**config.mk**
```make
export PLATFORM = sky130hd
export DESIGN_NAME = vedic_dot_product_unit
export DESIGN_NICKNAME = d
export VERILOG_FILES = /design/src/rtl/vedic_pkg.sv /design/src/rtl/vedic_8bit_multiplier.sv /design/src/rtl/vedic_dot_product_unit.sv
export SDC_FILE = /design/constraint.sdc
export NUM_CORES = 1
export LEC_CHECK = 0
export ABC_CLOCK_PERIOD_IN_PS = 4900
export BUFFER_PORTS_ARGS = -buffer_cell sky130_fd_sc_hd__buf_2
export CORE_MARGIN = 1.5
export CORE_UTILIZATION = 35
export CTS_BUF_LIST = sky130_fd_sc_hd__clkbuf_8
export CTS_CLUSTER_SIZE = 28
export DETAILED_ROUTE_END_ITERATION = 6
export PLACE_DENSITY = 0.49
export SYNTH_ARGS = -nofsm -noshare
export SYNTH_HDL_FRONTEND = slang
export SYNTH_SLANG_ARGS = --single-unit
```
**constraint.sdc**
```tcl
create_clock -name clk -period 4.9 [get_ports clk]
set_input_delay 0.245 -clock clk [delete_from_list [all_inputs] [get_ports clk]]
set_output_delay 0.245 -clock clk [all_outputs]
set_load 0.005 [all_outputs]
```
**src/rtl/vedic_pkg.sv**
```systemverilog
// Shared definitions for the vedic multiplier datapath: operand/product widths,
// default accumulator width and the dot-product FSM encoding.
package vedic_pkg;
    localparam int OPERAND_WIDTH = 8;
    localparam int PRODUCT_WIDTH = 16;
    localparam int ACC_WIDTH_DEF = 24;

    typedef enum logic [1:0] {
        IDLE  = 2'd0,
        RUN   = 2'd1,
        DRAIN = 2'd2,
        DONE  = 2'd3
    } dp_state_t;
endpackage

```
**src/rtl/vedic_8bit_multiplier.sv**
```systemverilog
// Combinational 8x8 unsigned multiplier built from the Urdhva-Tiryagbhyam
// (vertical and crosswise) decomposition: 2x2 cells -> 4x4 blocks -> 8x8.
module vedic_8bit_multiplier
    import vedic_pkg::*;
(
    input  logic [OPERAND_WIDTH-1:0] a,
    input  logic [OPERAND_WIDTH-1:0] b,
    output logic [PRODUCT_WIDTH-1:0] product
);

    function automatic logic [3:0] vm2(input logic [1:0] x, input logic [1:0] y);
        logic [3:0] p;
        logic       c;
        p[0] = x[0] & y[0];
        p[1] = (x[1] & y[0]) ^ (x[0] & y[1]);
        c    = (x[1] & y[0]) & (x[0] & y[1]);
        p[2] = (x[1] & y[1]) ^ c;
        p[3] = (x[1] & y[1]) & c;
        return p;
    endfunction

    function automatic logic [7:0] vm4(input logic [3:0] x, input logic [3:0] y);
        logic [3:0] q0, q1, q2, q3;
        q0 = vm2(x[1:0], y[1:0]);
        q1 = vm2(x[3:2], y[1:0]);
        q2 = vm2(x[1:0], y[3:2]);
        q3 = vm2(x[3:2], y[3:2]);
        return {4'b0, q0} + ({4'b0, q1} << 2) + ({4'b0, q2} << 2) + {q3, 4'b0};
    endfunction

    function automatic logic [15:0] vm8(input logic [7:0] x, input logic [7:0] y);
        logic [7:0] q0, q1, q2, q3;
        q0 = vm4(x[3:0], y[3:0]);
        q1 = vm4(x[7:4], y[3:0]);
        q2 = vm4(x[3:0], y[7:4]);
        q3 = vm4(x[7:4], y[7:4]);
        return {8'b0, q0} + ({8'b0, q1} << 4) + ({8'b0, q2} << 4) + {q3, 8'b0};
    endfunction

    always_comb begin
        product = vm8(a, b);
    end

endmodule

```
**src/rtl/vedic_dot_product_unit.sv**
```systemverilog
// Streaming dot product of two unsigned 8-bit vectors: operand register (S1),
// vedic multiplier + product register (S2), then a wrapping accumulator.
module vedic_dot_product_unit
    import vedic_pkg::*;
#(
    parameter int ACC_WIDTH = ACC_WIDTH_DEF,
    parameter int LEN_WIDTH = 8
) (
    input  logic                     clk,
    input  logic                     rst,
    input  logic                     start,
    input  logic [LEN_WIDTH-1:0]     vec_len,
    input  logic                     in_valid,
    output logic                     in_ready,
    input  logic [OPERAND_WIDTH-1:0] a_in,
    input  logic [OPERAND_WIDTH-1:0] b_in,
    output logic                     out_valid,
    input  logic                     out_ready,
    output logic [ACC_WIDTH-1:0]     result,
    output logic                     overflow,
    output logic                     busy
);

    // One extra bit so a length of 2^LEN_WIDTH is representable.
    localparam int CW = LEN_WIDTH + 1;

    dp_state_t                state_q, state_d;
    logic [CW-1:0]            len_q, len_d;
    logic [CW-1:0]            cnt_q, cnt_d;
    logic [OPERAND_WIDTH-1:0] a_q, b_q;
    logic                     s1_vld_q;
    logic [PRODUCT_WIDTH-1:0] prod_c, prod_q;
    logic                     s2_vld_q;
    logic [ACC_WIDTH-1:0]     acc_q, acc_d;
    logic [ACC_WIDTH-1:0]     res_q, res_d;
    logic                     ovf_q, ovf_d;
    logic [ACC_WIDTH:0]       sum;
    logic                     accept;

    assign in_ready  = (state_q == RUN) && (cnt_q < len_q);
    assign accept    = in_valid & in_ready;
    assign out_valid = (state_q == DONE);
    assign busy      = (state_q != IDLE);
    assign result    = res_q;
    assign overflow  = ovf_q;

    vedic_8bit_multiplier u_mul (
        .a       (a_q),
        .b       (b_q),
        .product (prod_c)
    );

    always_comb begin
        state_d = state_q;
        len_d   = len_q;
        cnt_d   = cnt_q;
        acc_d   = acc_q;
        ovf_d   = ovf_q;
        res_d   = res_q;
        sum     = {1'b0, acc_q} + {{(ACC_WIDTH + 1 - PRODUCT_WIDTH){1'b0}}, prod_q};

        if (s2_vld_q) begin
            acc_d = sum[ACC_WIDTH-1:0];
            if (sum[ACC_WIDTH]) ovf_d = 1'b1;
        end
        if (accept) cnt_d = cnt_q + 1'b1;

        case (state_q)
            IDLE: begin
                if (start) begin
                    len_d   = (vec_len == '0) ? (CW'(1) << LEN_WIDTH) : {1'b0, vec_len};
                    cnt_d   = '0;
                    acc_d   = '0;
                    ovf_d   = 1'b0;
                    state_d = RUN;
                end
            end
            RUN: begin
                if (cnt_q == len_q) state_d = DRAIN;
            end
            DRAIN: begin
                // Both slots empty means the final product was added on the last edge.
                if (!s1_vld_q && !s2_vld_q) begin
                    res_d   = acc_q;
                    state_d = DONE;
                end
            end
            DONE: begin
                if (out_ready) state_d = IDLE;
            end
            default: state_d = IDLE;
        endcase
    end

    always_ff @(posedge clk or posedge rst) begin
        if (rst) begin
            state_q  <= IDLE;
            len_q    <= '0;
            cnt_q    <= '0;
            a_q      <= '0;
            b_q      <= '0;
            s1_vld_q <= 1'b0;
            prod_q   <= '0;
            s2_vld_q <= 1'b0;
            acc_q    <= '0;
            res_q    <= '0;
            ovf_q    <= 1'b0;
        end else begin
            state_q  <= state_d;
            len_q    <= len_d;
            cnt_q    <= cnt_d;
            s1_vld_q <= accept;
            if (accept) begin
                a_q <= a_in;
                b_q <= b_in;
            end
            s2_vld_q <= s1_vld_q;
            prod_q   <= prod_c;
            acc_q    <= acc_d;
            res_q    <= res_d;
            ovf_q    <= ovf_d;
        end
    end

endmodule

```
==> results by stage, run 1 <==
Detailed routing:
- The number of nets still failing antenna checks after routing is 0.
- The detailed router's first-iteration violation count is 184.
- The vias per cell is about 5.
- Wires add up to 16,430 µm.
- After detailed routing, the number of remaining DRC violations is 0.
- The first detailed-routing pass took 4 iterations.
- Dividing the detail-routed wire length by the instance count gives 14.72 µm.
- The routed layout has around 5.6k vias.

Cells and area:
- The number of inserted filler cells in the final layout is ~2.1k.
- The register area is 2579 µm².
- Of the cells placed in the final design, the portion with a size suffix greater than 1 is 26.87%.
- The multi-input combinational cell area is 5017 µm².
- Compared with the post-synthesis result, the final layout area differs by 18.47%.
- 0 antenna diodes ended up in the layout.
- The number of nets in the finished design is about 990.

Pwr:
- In this run the power density over the cells is roughly 500 nW/µm².
- The maximum vdd ir drop is around 0.2 mV.
- For this design the static power due to leakage is 4.569 nW.

Worst setup path:
- The data required time of the worst path is 5.16 ns.
- The path type of the worst setup path is reg -> reg.
- The launching element type of the critical path is a flip-flop.
- In this run the worst path has a maximum fanout of 5.
- Data on the critical path arrives at its endpoint at about 5 ns.
- STA classifies the critical path endpoint as a flip-flop.

Clock tree:
- TritonCTS built the clock tree.
- The maximum level of the CTS H-tree is 3.
- Clock-pin slew was measured on the worst setup and hold paths at 0.12 ns.
- The later pin in the worst-skew pair is clocked with a latency of 0.39 ns.
- For this design, the sink count on the clock tree is 103.
- The tree is rooted in a sky130_fd_sc_hd__clkbuf_8.
- Clock tree synthesis inserted a total of 9 buffers.
- The deepest clock path buffer count is 2.

GRT:
- Entering global routing, the biggest net connects 57 pins.
- The number of global-route vias before repair is 5,802.
- The number of antenna violations at the first check in global routing is 0.
- The first global-routing pass estimated 27,560 µm of wire.
- Global routing used between 10% and 20% of the available tracks.
- The remaining global-route overflow is 0.

Timing:
- The worst path in the final design needs a cycle of 4.886 ns, including I/O delays and setup.
- For the final routed database, the setup TNS stands at 0 ns.
- The count of pins over their slew limit was 0.
- The fmax is slightly above 200 MHz.
- The worst pin sits at a relative slew slack of between 40 and 50%.
- Clock skew on the completed layout was measured at between 0.015 and 0.02 ns.
- At the pin with the least slew margin, the transition time is 0.7649 ns.
- Setup violations remaining at the end of the flow were counted as 0.
- The ratio of final minimum period to clock period is 99.72%.
- Setup repair after global routing could not meet its margin everywhere.
- The final count of hold timing violations is 0.
- The worst slack on hold paths is 0.06530 ns.

Floorplanning:
- The die covers 22,640 µm².
- The core box area is roughly 21,000 µm².
- Once the floorplan was initialized, standard cells occupied 35.99% of the core.
- The horizontal die dimension is 150.5 µm.
- The number of rows created at floorplan is 53.
- The top-level port count is 57.
- Measured along the y axis, the die boundary spans ~150 µm.

Place:
- At the end of routability-driven placement, the weighted congestion stood at just under 0.8.
- Buffers placed on the I/O ports in this run total 56.
- The half-perimeter wire length of the detailed placement result is 12,420 µm.

Yosys:
- Counting every instance in the synthesized netlist gives 741.
- The portion of the post-synthesis area used by sequential elements is 33.86%.
- Synthesis inferred 103 register bits.
- The number of library cell types mapped by synthesis is 56.
- The number of nets handed over by synthesis was 896.
- The primary flip-flop cell chosen by synthesis mapping is sky130_fd_sc_hd__dfrtp_1.
- In this run, synthesis inferred 0 flip-flops with an integrated enable.
- The number of synthesis warnings is 0.
- The area of the mapped netlist is about 7600 µm².
- Of all flip-flops after synthesis, the portion carrying an async set or reset was 100.0%.
- A synthesized cell averages 10.27 µm².

Min path:
- The worst hold-check path type is in -> reg.

Run:
- The number of maximum-capacitance violations is 0.

Status:
- The flow ran to the end, and the final reports show no timing, DRC or antenna violations.
[cell usage after synthesis (5+ instances only)]
cell / count / share of area (%)
sky130_fd_sc_hd__a211oi_1: 11 / 1.1
sky130_fd_sc_hd__a21o_1: 18 / 1.8
sky130_fd_sc_hd__a21oi_1: 31 / 2.0
sky130_fd_sc_hd__a31o_2: 6 / 0.69
sky130_fd_sc_hd__a31oi_1: 5 / 0.41
sky130_fd_sc_hd__and2_1: 64 / 5.3
sky130_fd_sc_hd__buf_4: 5 / 0.49
sky130_fd_sc_hd__clkbuf_1: 7 / 0.35
sky130_fd_sc_hd__dfrtp_1: 103 / 34
sky130_fd_sc_hd__fa_1: 28 / 7.4
sky130_fd_sc_hd__ha_1: 98 / 16
sky130_fd_sc_hd__inv_1: 65 / 3.2
sky130_fd_sc_hd__mux2_2: 41 / 6.1
sky130_fd_sc_hd__mux2i_1: 15 / 2.0
sky130_fd_sc_hd__nand2_1: 49 / 2.4
sky130_fd_sc_hd__nand2b_1: 11 / 0.90
sky130_fd_sc_hd__nand3_1: 11 / 0.72
sky130_fd_sc_hd__nand4_1: 6 / 0.49
sky130_fd_sc_hd__nor2_1: 33 / 1.6
sky130_fd_sc_hd__nor2b_1: 10 / 0.82
sky130_fd_sc_hd__nor3_1: 5 / 0.33
sky130_fd_sc_hd__o21ai_0: 27 / 1.8
sky130_fd_sc_hd__xnor2_1: 20 / 2.3
sky130_fd_sc_hd__xor2_1: 11 / 1.3
[power breakdown]
part / switching (W) / internal, W
sequential: 0.000174 / 0.00107
combinational: 0.00140 / 0.00130
clock: 0.000346 / 0.000248
[per-layer routing]
layer	global-route usage (%)	vias up	routed length, µm
met1	19.32	2737	7651
met5	0	-	0
met2	27.02	73	8167
met4	4.216	0	185
met3	2.394	12	429
li1	-	2748	-
[state kept, by name, indices dropped and copies added (netlist names)]
signal	cells
acc_q	24
result	24
prod_q	16
cnt_q	9
len_q	9
a_q	8
b_q	8
state_q	2
overflow	1
s1_vld_q	1
s2_vld_q	1
[logic make-up after synthesis]
logic type / count (synthesis) / synth area share, %
multiplexers: 57 / 8.185
flip-flops: 103 / 33.86
AO/OA/AOI/OAI: 128 / 11.49
AND/OR/NAND/NOR: 215 / 15.06
adder cells (fa/ha/maj): 126 / 23.47
XOR/XNOR: 31 / 3.567
buffers and inverters: 81 / 4.372
[repair_timing]
| item | CTS | global route |
|---|---|---|
| setup buffers | 2 | 3 |
| hold buffers | 1 | 0 |
| pin swaps | 45 | 36 |
| resized for setup | 38 | 23 |
| endpoints found under the setup margin | 6 | 6 |
| endpoints found under the hold margin | 39 | 0 |
[worst max-delay path, stage by stage (launching register included)]
cell                      delay, ns
sky130_fd_sc_hd__dfrtp_2       0.45
sky130_fd_sc_hd__and2_4        0.15
sky130_fd_sc_hd__ha_4          0.16
sky130_fd_sc_hd__ha_4          0.26
sky130_fd_sc_hd__ha_4          0.13
sky130_fd_sc_hd__inv_2         0.04
sky130_fd_sc_hd__fa_2          0.36
sky130_fd_sc_hd__xnor2_2       0.15
sky130_fd_sc_hd__fa_1          0.50
sky130_fd_sc_hd__fa_2          0.44
sky130_fd_sc_hd__a21o_1        0.18
sky130_fd_sc_hd__a21oi_2       0.17
sky130_fd_sc_hd__xnor2_2       0.13
sky130_fd_sc_hd__fa_1          0.48
sky130_fd_sc_hd__ha_4          0.30
sky130_fd_sc_hd__nor2b_4       0.13
sky130_fd_sc_hd__o21ai_2       0.07
sky130_fd_sc_hd__a21o_1        0.21
sky130_fd_sc_hd__a31oi_2       0.19
sky130_fd_sc_hd__nand3_1       0.11
sky130_fd_sc_hd__xnor2_1       0.15
[cells in the final DEF (no fill, tap or decap), types with 5 or more instances in the layout]
master                     netlist  routed
sky130_fd_sc_hd__nor2b_1        10       9
sky130_fd_sc_hd__nand4_1         6       6
sky130_fd_sc_hd__mux2i_1        15      15
sky130_fd_sc_hd__fa_1           28      21
sky130_fd_sc_hd__xnor2_1        20      15
sky130_fd_sc_hd__buf_4           5      42
sky130_fd_sc_hd__xnor2_2         0       5
sky130_fd_sc_hd__a21o_1         18      18
sky130_fd_sc_hd__and2_4          0       5
sky130_fd_sc_hd__dfrtp_1       103     102
sky130_fd_sc_hd__ha_4            0      12
sky130_fd_sc_hd__a31o_2          6       6
sky130_fd_sc_hd__buf_2           2      56
sky130_fd_sc_hd__mux2_2         41      41
sky130_fd_sc_hd__a211oi_1       11      11
sky130_fd_sc_hd__o21ai_0        27      25
sky130_fd_sc_hd__clkbuf_8        0       9
sky130_fd_sc_hd__xor2_1         11       9
sky130_fd_sc_hd__ha_1           98      82
sky130_fd_sc_hd__fa_2            0       7
sky130_fd_sc_hd__nand3_1        11      11
sky130_fd_sc_hd__nand2b_1       11      11
sky130_fd_sc_hd__nand2_1        49      49
sky130_fd_sc_hd__and2_1         64      60
sky130_fd_sc_hd__a21oi_1        31      22
sky130_fd_sc_hd__inv_1          65      60
sky130_fd_sc_hd__nor2_1         33      33
sky130_fd_sc_hd__a21oi_2         0       8
[metrics by stage]
step / utilization (%) / area [µm²] / setup slack (ns) / std cells / power (W)
2_1_floorplan: - / 7625 / 0.0009375 / 741 / 0.003089
3_3_place_gp: 39.96 / 8453 / -0.1974 / 1094 / 0.003685
4_1_cts: 41.86 / 8855 / -0.03448 / 1113 / 0.004467
6_report: 42.63 / 9019 / 0.01395 / 1116 / 0.004538
3_5_place_dp: 39.96 / 8453 / -0.2981 / 1094 / 0.003746
5_1_grt: 42.63 / 9019 / -0.2153 / 1116 / 0.004976
[path summary, 6_finish.rpt]
path	slack, ns	endpoint	start	cells after the start
hold reg to reg	0.43	s2_vld_q	s1_vld_q	0
min in group asynchronous	0.51	result[7]	rst	3
max in group asynchronous	3.30	acc_q[21]	rst	4
setup / recovery	0.01	prod_q[15]	b_q[1]	20
hold / removal	0.07	len_q[5]	vec_len[5]	3
setup reg to reg	0.01	prod_q[15]	b_q[1]	20
[area by class of cell]
cell class / count / share of cell area, %
tap: 275 / 3.815
sequential: 103 / 28.59
inverter: 65 / 2.733
clock inverter: 7 / 1.013
clock buffer: 9 / 1.373
timing repair buffer: 100 / 6.840
multi-input combinational: 557 / 55.63
Power figures use the tool's default switching activity.
==> run 2, diff against run 1 <==
--- a/config.mk
+++ b/config.mk
@@ -5,7 +5,7 @@
 export SDC_FILE = /design/constraint.sdc
 export NUM_CORES = 1
 export LEC_CHECK = 0
-export ABC_CLOCK_PERIOD_IN_PS = 4900
+export ABC_CLOCK_PERIOD_IN_PS = 4000
 export BUFFER_PORTS_ARGS = -buffer_cell sky130_fd_sc_hd__buf_2
 export CORE_MARGIN = 1.5
 export CORE_UTILIZATION = 35
==> constraint.sdc (replaced) <==
create_clock -name clk -period 4 [get_ports clk]
set_input_delay 0.2 -clock clk [delete_from_list [all_inputs] [get_ports clk]]
set_output_delay 0.2 -clock clk [all_outputs]
set_load 0.005 [all_outputs]
==> run 2 against run 1 <==
Against the previous run:
- the run now ends with setup timing left
- combinational power rose by 34%
- worst setup slack got worse by 0.84 ns
- cell area rose by 1.8%
- sequential cell count did not move
- die area did not move
- register-to-register slack got worse by 0.84 ns
- clock power rose by 18%
- critical path depth did not move
- sequential share of layout area fell by 0.51 points
- clock skew fell by 0.0033 ns
- cell count rose by 1.6%
- first-iteration DRC count fell by 30%
- largest cell class unchanged
- largest power group unchanged
==> results by stage, run 2 (synthesis gave the netlist of run 1 again) <==
Worst setup path:
- The number of cells on the worst reg-to-reg path was 20 (unchanged).
- The critical register-to-register path endpoint is prod_q[15] (unchanged).
- The arrival time reported for the critical path endpoint is 5.09 ns (was 5.15 ns).
- The worst setup slack for register-to-register paths is -0.83 ns (was 0.01 ns).
- The capture point of the worst path is prod_q[15] (unchanged).
- The origin of the worst setup path is b_q[1] (unchanged).
- The launching element type of the critical path was a flip-flop (unchanged).
- The maximum fanout along the worst path is 5 (unchanged).
- The source of the worst register-to-register timing path is b_q[1] (unchanged).
- The path type of the worst setup path was reg -> reg (unchanged).
- The data required time of the worst path was 4.27 ns (was 5.16 ns).
- The kind of capture point of the worst setup path was a flip-flop (unchanged).

Floorplanning:
- The number of rows created at floorplan came to 53 (unchanged).
- The horizontal die dimension was 150.5 µm (unchanged).
- The top-level port count was 57 (unchanged).
- The effective utilization at floorplan is 35.99% (unchanged).
- The core box area is 21,150 µm² (unchanged).
- The y dimension of the die was 150.5 µm (unchanged).
- The total die area came to 22,640 µm² (unchanged).

Pwr:
- The maximum vdd ir drop came to 0.2872 mV (was 0.2008 mV).
- The static leakage came to 4.634 nW (was 4.569 nW).
- The total power density per cell area came to 636.4 nW/µm² (was 503.2 nW/µm²).

Detailed routing:
- The detailed-router iteration count before antenna repair is 4 (unchanged).
- The via count of the routed design is 5,647 (was 5,570).
- The number of nets still failing antenna checks after routing is 0 (unchanged).
- The average detailed-routed wire length per instance is 15.03 µm (was 14.72 µm).
- The detailed router's first-iteration violation count is 129 (was 184).
- The DRC violations left is 0 (unchanged).
- The total length of routed wires is 17,040 µm (was 16,430 µm).
- The vias per cell was 4.980 (was 4.991).

Cells and area:
- The number of nets in the finished design is 1,009 (was 991).
- Most frequent cells in the layout: sky130_fd_sc_hd__dfrtp_1 (103), sky130_fd_sc_hd__ha_1 (79), sky130_fd_sc_hd__and2_1 (61) (was sky130_fd_sc_hd__dfrtp_1 (102), sky130_fd_sc_hd__ha_1 (82), sky130_fd_sc_hd__inv_1 (60), sky130_fd_sc_hd__and2_1 (60), sky130_fd_sc_hd__buf_2 (56)).
- The share of final-layout standard cells stronger than drive strength 1 was 28.06% (was 26.87%).
- The number of inserted filler cells in the final layout is 2,058 (was 2,075).
- The antenna cell count is 0 (unchanged).
- The area growth from synthesis to layout came to 20.58% (was 18.47%).
- The most frequent standard cell in the layout excluding fill and tap cells is sky130_fd_sc_hd__dfrtp_1 (unchanged).
- The final standard cell area without fillers is 9179 µm² (was 9019 µm²).

Timing:
- The number of endpoints failing setup at the final stage is 10 (was 0).
- The minimum setup slack in the final design is -0.8268 ns (was 0.01395 ns).
- The fmax came to 207.2 MHz (was 204.7 MHz).
- The count of pins over their slew limit is 0 (unchanged).
- The final clock skew is 0.01477 ns (was 0.01807 ns).
- The worst-margin pin slew was 0.6818 ns (was 0.7649 ns).
- The final count of hold timing violations came to 0 (unchanged).
- The ratio of final minimum period to clock period was 120.7% (was 99.72%).
- The worst slew margin relative to its limit is 54.07% (was 48.78%).
- The sum of negative setup slack was -5.827 ns (was 0 ns).
- RSZ-0062 raised after global routing: true (unchanged).
- The minimum clock period is 4.827 ns (was 4.886 ns).

GRT:
- The total global-route track usage came to 16.13% (was 15.31%).
- The met3 usage in global routing was 2.545% (was 2.394%).
- The number of global-route vias before repair is 5,996 (was 5,802).
- The number of antenna violations at the first check in global routing is 0 (unchanged).
- The global-route wire length before repair was 28,850 µm (was 27,560 µm).
- The global routing usage on met2 is 29.91% (was 27.02%).
- The global-route layer with the greatest usage is met2 (unchanged).
- The maximum number of pins on one net before global-route repair was 45 (was 57).
- The remaining global-route overflow is 0 (unchanged).
- The met1 capacity usage during global routing is 19.19% (was 19.32%).

Status:
- Run status: complete, but fails checks (was completed).
- The final reports fail on setup timing.

Clock tree:
- The clock slew seen by the registers of the worst setup and hold paths is 0.11 ns (was 0.12 ns).
- The number of buffers created by CTS is 9 (unchanged).
- The CTS tree is built (unchanged).
- The maximum level of the CTS H-tree is 3 (unchanged).
- The deepest clock path buffer count came to 2 (unchanged).
- The root buffer cell was sky130_fd_sc_hd__clkbuf_8 (unchanged).
- The clock sink total was 103 (unchanged).
- The clock latency at the later pin of the worst-skew pair is 0.39 ns (about the same).

Min path:
- The worst hold-check path type is in -> reg (unchanged).

Run:
- The number of maximum-capacitance violations is 0 (unchanged).

Place:
- The half-perimeter wire length of the detailed placement result was 13,120 µm (was 12,420 µm).
- The cell area after placement was 8666 µm² (was 8453 µm²).
- The number of input and output port buffers inserted is 56 (unchanged).
- The final weighted congestion in routability-driven placement is 0.8474 (was 0.7813).
## run 2: cell types whose count changed in the layout (fill, tap and decap cells not counted), sizes merged
cell	change
inv	+2
dlygate4sd3	+4
buf	+14
clkinv	-2
## run 2: worst min path at each step
stage / start / end / slack (ns) / depth (start not counted)
floorplan: vec_len[0] / len_q[0] / 0.31 / 2
global placement: rst / len_q[7] / 0.26 / 2
detailed placement: rst / len_q[7] / 0.27 / 2
CTS: vec_len[3] / len_q[3] / 0.008 / 3
global route: a_in[4] / a_q[4] / 0.01 / 2
finish: vec_len[3] / len_q[3] / 0.04 / 3
## run 2: worst max-delay path: stages, from the launching register on
cell	delay, ns
sky130_fd_sc_hd__dfrtp_1	0.43
sky130_fd_sc_hd__and2_4	0.18
sky130_fd_sc_hd__ha_4	0.16
sky130_fd_sc_hd__ha_4	0.26
sky130_fd_sc_hd__ha_4	0.12
sky130_fd_sc_hd__inv_2	0.03
sky130_fd_sc_hd__fa_2	0.35
sky130_fd_sc_hd__xnor2_2	0.15
sky130_fd_sc_hd__fa_1	0.49
sky130_fd_sc_hd__fa_2	0.37
sky130_fd_sc_hd__xor2_1	0.16
sky130_fd_sc_hd__fa_1	0.50
sky130_fd_sc_hd__ha_2	0.18
sky130_fd_sc_hd__inv_1	0.06
sky130_fd_sc_hd__fa_2	0.41
sky130_fd_sc_hd__nor2b_4	0.12
sky130_fd_sc_hd__o21ai_2	0.06
sky130_fd_sc_hd__a21o_1	0.18
sky130_fd_sc_hd__a31oi_2	0.19
sky130_fd_sc_hd__nand3_1	0.12
sky130_fd_sc_hd__xnor2_1	0.16
## run 2: per-layer routing
layer | up-vias | wire (µm) | part of all wire (%)
li1 | 2796 | - | -
met1 | 2771 | 7594 | 45
met2 | 68 | 8800 | 52
met3 | 12 | 463 | 2.7
met4 | 0 | 184 | 1.1
met5 | - | 0 | 0
## run 2: power breakdown
part / switching [W] / total (W) / leakage (nW) / internal (W)
Clock: 0.000403 / 0.000701 / 0.104 / 0.000298
Sequential: 0.000203 / 0.00151 / 1.25 / 0.00131
Combinational: 0.00182 / 0.00363 / 3.29 / 0.00181
## run 2: timing repair
item | CTS | global route
pin swaps | 27 | 36
buffers inserted | 5 | 5
resized for setup | 6 | 27
hold endpoints to repair | 37 | 0
setup endpoints to repair | 10 | 10
hold buffers | 5 | 0
## run 2: layout make-up
class                      instances  area, µm²  share of cell area [%]
clock buffer                       9      123.9                   1.350
clock inverter                     7      78.83                  0.8588
inverter                          65      246.5                   2.685
multi-input combinational        557       5035                   54.85
sequential                       103       2577                   28.08
tap                              275      344.1                   3.749
timing repair buffer             118      773.2                   8.424
## run 2: metrics by stage
step	setup slack (ns)	hold slack [ns]	total power (W)	util, %	cells
finish	-0.8268	0.03594	0.005842	43.39	1134
global route	-1.040	0.01465	0.006448	43.39	1134
CTS	-0.9037	0.008291	0.005670	42.41	1130
detailed placement	-0.9110	0.2657	0.004854	40.97	1105
global placement	-0.7939	0.2579	0.004778	40.97	1105
floorplan	-0.6702	0.3054	0.003908	-	741
==> run 3, diff against run 2 <==
--- a/config.mk
+++ b/config.mk
@@ -5,14 +5,15 @@
 export SDC_FILE = /design/constraint.sdc
 export NUM_CORES = 1
 export LEC_CHECK = 0
-export ABC_CLOCK_PERIOD_IN_PS = 4000
+export ABC_CLOCK_PERIOD_IN_PS = 4900
 export BUFFER_PORTS_ARGS = -buffer_cell sky130_fd_sc_hd__buf_2
 export CORE_MARGIN = 1.5
 export CORE_UTILIZATION = 35
 export CTS_BUF_LIST = sky130_fd_sc_hd__clkbuf_8
+export CTS_CLUSTER_DIAMETER = 200
 export CTS_CLUSTER_SIZE = 28
 export DETAILED_ROUTE_END_ITERATION = 6
-export PLACE_DENSITY = 0.49
+export PLACE_DENSITY = 0.47
 export SYNTH_ARGS = -nofsm -noshare
 export SYNTH_HDL_FRONTEND = slang
 export SYNTH_SLANG_ARGS = --single-unit
==> constraint.sdc (replaced) <==
create_clock -name clk -period 4.9 [get_ports clk]
set_input_delay 0.245 -clock clk [delete_from_list [all_inputs] [get_ports clk]]
set_output_delay 0.245 -clock clk [all_outputs]
set_load 0.005 [all_outputs]
==> run 3 against run 2 <==
Against the previous run:
- the flow now finishes without violations
- non-clock buffer count is 12 lower
- core utilization shrank 0.26 points
- first-iteration DRC count is 14% higher
- worst hold slack improved by 0.042 ns
- cell count decreased by 1.1%
- wire length is 2.1% lower
- cell area fell by 0.60%
- global-route usage decreased by 0.38 points
- register-to-register slack gained 0.90 ns
- clock-buffer cell count unchanged
- combinational power fell by 22%
- largest power group unchanged
==> results by stage, run 3 (synthesis gave the netlist of run 1 again) <==
Clock tree:
- The deepest clock path buffer count came to 2 (unchanged).
- The root buffer cell was sky130_fd_sc_hd__clkbuf_8 (unchanged).
- The number of buffers created by CTS is 9 (unchanged).
- The maximum level of the CTS H-tree came to 3 (unchanged).
- The clock sink total came to 103 (unchanged).
- The count of hold buffers inserted by post-cts repair is 0 (was 5).
- The CTS tree was built (unchanged).
- The clock latency at the later pin of the worst-skew pair was 0.38 ns (was 0.39 ns).
- The clock slew seen by the registers of the worst setup and hold paths is 0.11 ns (about the same).

Floorplanning:
- The number of rows created at floorplan is 53 (unchanged).
- The core box area is 21,150 µm² (unchanged).
- The y dimension of the die was 150.5 µm (unchanged).
- The horizontal die dimension is 150.5 µm (unchanged).
- The effective utilization at floorplan is 35.99% (unchanged).
- The total die area is 22,640 µm² (unchanged).
- The top-level port count is 57 (unchanged).

GRT:
- The number of antenna violations at the first check in global routing is 0 (unchanged).
- The number of global-route vias before repair came to 5,827 (was 5,996).
- The remaining global-route overflow was 0 (unchanged).
- The total global-route track usage is 15.74% (was 16.13%).
- The global-route wire length before repair is 28,190 µm (was 28,850 µm).
- The maximum number of pins on one net before global-route repair is 80 (was 45).

Place:
- The number of placed cells counting well taps is 1,095 (was 1,105).
- The final weighted congestion in routability-driven placement was 0.8039 (was 0.8474).
- The half-perimeter wire length of the detailed placement result is 12,570 µm (was 13,120 µm).
- The number of input and output port buffers inserted came to 56 (unchanged).

Cells and area:
- The post-route non-filler standard cell count is 1,122 (was 1,134).
- The most frequent standard cell in the layout excluding fill and tap cells is sky130_fd_sc_hd__dfrtp_1 (unchanged).
- Most frequent cells in the layout: sky130_fd_sc_hd__dfrtp_1 (102), sky130_fd_sc_hd__ha_1 (80), sky130_fd_sc_hd__and2_1 (61) (was sky130_fd_sc_hd__dfrtp_1 (103), sky130_fd_sc_hd__ha_1 (79), sky130_fd_sc_hd__and2_1 (61)).
- The antenna cell count was 0 (unchanged).
- The area growth from synthesis to layout is 19.86% (was 20.58%).
- The number of nets in the finished design is 997 (was 1,009).
- The share of final-layout standard cells stronger than drive strength 1 was 27.98% (was 28.06%).
- The final standard cell utilization of the core is 43.13% (was 43.39%).

Timing:
- The fmax is 207.2 MHz (about the same).
- The number of endpoints failing setup at the final stage is 0 (was 10).
- The count of pins over their slew limit is 0 (unchanged).
- The minimum clock period is 4.827 ns (about the same).
- RSZ-0062 raised after global routing: true (unchanged).
- The worst-margin pin slew is 0.9868 ns (was 0.6818 ns).
- The worst slew margin relative to its limit came to 34.21% (was 54.07%).
- The final clock skew came to 0.01583 ns (was 0.01477 ns).
- The ratio of final minimum period to clock period is 98.51% (was 120.7%).
- The final count of hold timing violations is 0 (unchanged).

Worst setup path:
- The maximum fanout along the worst path came to 4 (was 5).
- The source of the worst register-to-register timing path is b_q[0] (was b_q[1]).
- The launching element type of the critical path was a flip-flop (unchanged).
- The path type of the worst setup path was reg -> reg (unchanged).
- The arrival time reported for the critical path endpoint is 5.08 ns (was 5.09 ns).
- The data required time of the worst path is 5.15 ns (was 4.27 ns).
- The kind of capture point of the worst setup path is a flip-flop (unchanged).
- The number of cells on the worst reg-to-reg path was 20 (unchanged).
- The origin of the worst setup path is b_q[0] (was b_q[1]).
- The worst setup slack for register-to-register paths is 0.07 ns (was -0.83 ns).

Detailed routing:
- The total length of routed wires is 16,690 µm (was 17,040 µm).
- The detailed router's first-iteration violation count was 147 (was 129).
- The average detailed-routed wire length per instance was 14.87 µm (was 15.03 µm).
- The via count of the routed design is 5,597 (was 5,647).
- The vias per cell is 4.988 (was 4.980).
- The number of nets still failing antenna checks after routing is 0 (unchanged).
- The detailed-router iteration count before antenna repair is 4 (unchanged).
- The DRC violations left was 0 (unchanged).

Min path:
- The worst hold-check path type is in -> async (was in -> reg).

Pwr:
- The static leakage is 4.615 nW (was 4.634 nW).
- The total power density per cell area was 513.7 nW/µm² (was 636.4 nW/µm²).
- The maximum vdd ir drop is 0.1858 mV (was 0.2872 mV).

Run:
- The number of maximum-capacitance violations is 0 (unchanged).

Status:
- Run status: completed (was complete, but fails checks).
==> run 3: final timing paths <==
path / end
max: prod_q[15]
min: b_q[1]
max reg2reg: prod_q[15]
min reg2reg: s2_vld_q
max in group asynchronous: cnt_q[4]
min in group clk: len_q[5]
==> run 3: power by group <==
| part | total, W | internal, W | leakage (nW) | switching, W |
|---|---|---|---|---|
| Combinational | 0.00283 | 0.00139 | 3.26 | 0.00145 |
| Sequential | 0.00124 | 0.00107 | 1.24 | 0.000174 |
| Clock | 0.000612 | 0.000289 | 0.111 | 0.000323 |
==> run 3: area by class of cell <==
| type | instances | area, µm² |
|---|---|---|
| inverters | 65 | 246.5 |
| fillers | 2053 | 12030 |
| multi-input cells | 557 | 5077 |
| repair buffers | 106 | 659.4 |
| clock buffers | 9 | 123.9 |
| clock inverters | 7 | 93.84 |
| well taps | 275 | 344.1 |
| flip-flops and latches | 103 | 2579 |
==> run 3: critical path: stages, from the launching register on <==
cell,delay [ns]
sky130_fd_sc_hd__dfrtp_1,0.42
sky130_fd_sc_hd__and2_4,0.18
sky130_fd_sc_hd__ha_4,0.16
sky130_fd_sc_hd__ha_4,0.27
sky130_fd_sc_hd__ha_4,0.12
sky130_fd_sc_hd__inv_2,0.03
sky130_fd_sc_hd__fa_2,0.36
sky130_fd_sc_hd__xnor2_2,0.15
sky130_fd_sc_hd__fa_1,0.48
sky130_fd_sc_hd__fa_2,0.37
sky130_fd_sc_hd__a21o_1,0.20
sky130_fd_sc_hd__a21oi_2,0.17
sky130_fd_sc_hd__xnor2_2,0.13
sky130_fd_sc_hd__fa_1,0.47
sky130_fd_sc_hd__ha_4,0.30
sky130_fd_sc_hd__nor2b_2,0.14
sky130_fd_sc_hd__o21ai_2,0.06
sky130_fd_sc_hd__a21o_1,0.23
sky130_fd_sc_hd__a31oi_4,0.19
sky130_fd_sc_hd__nand3_2,0.11
sky130_fd_sc_hd__xnor2_2,0.16
==> run 3: per-stage QoR <==
stage | TNS (ns) | power [W] | hold slack, ns | setup slack [ns] | area [µm²]
CTS | -0.02666 | 0.004533 | 0.05446 | -0.02666 | 8907
floorplan | 0 | 0.003089 | 0.3504 | 0.0009375 | 7625
finish | 0 | 0.004687 | 0.07839 | 0.07294 | 9124
global route | -0.2080 | 0.005173 | 0.07572 | -0.1134 | 9124
detailed placement | -0.7965 | 0.003742 | 0.4060 | -0.3084 | 8461
global placement | -0.4438 | 0.003707 | 0.4001 | -0.1987 | 8461
==> run 3: per-layer routing <==
layer	vias to the layer above	wire (µm)	GRT usage, %
met5	-	0	0
met4	0	298	4.755
met3	20	398	2.212
met2	76	8181	27.29
met1	2738	7808	20.25
li1	2763	-	-
==> run 3: what timing repair did <==
action / in CTS / in global routing
endpoints found under the setup margin: 6 / 6
gates resized for setup: 35 / 33
pin swaps: 43 / 43
setup buffers: 8 / 3
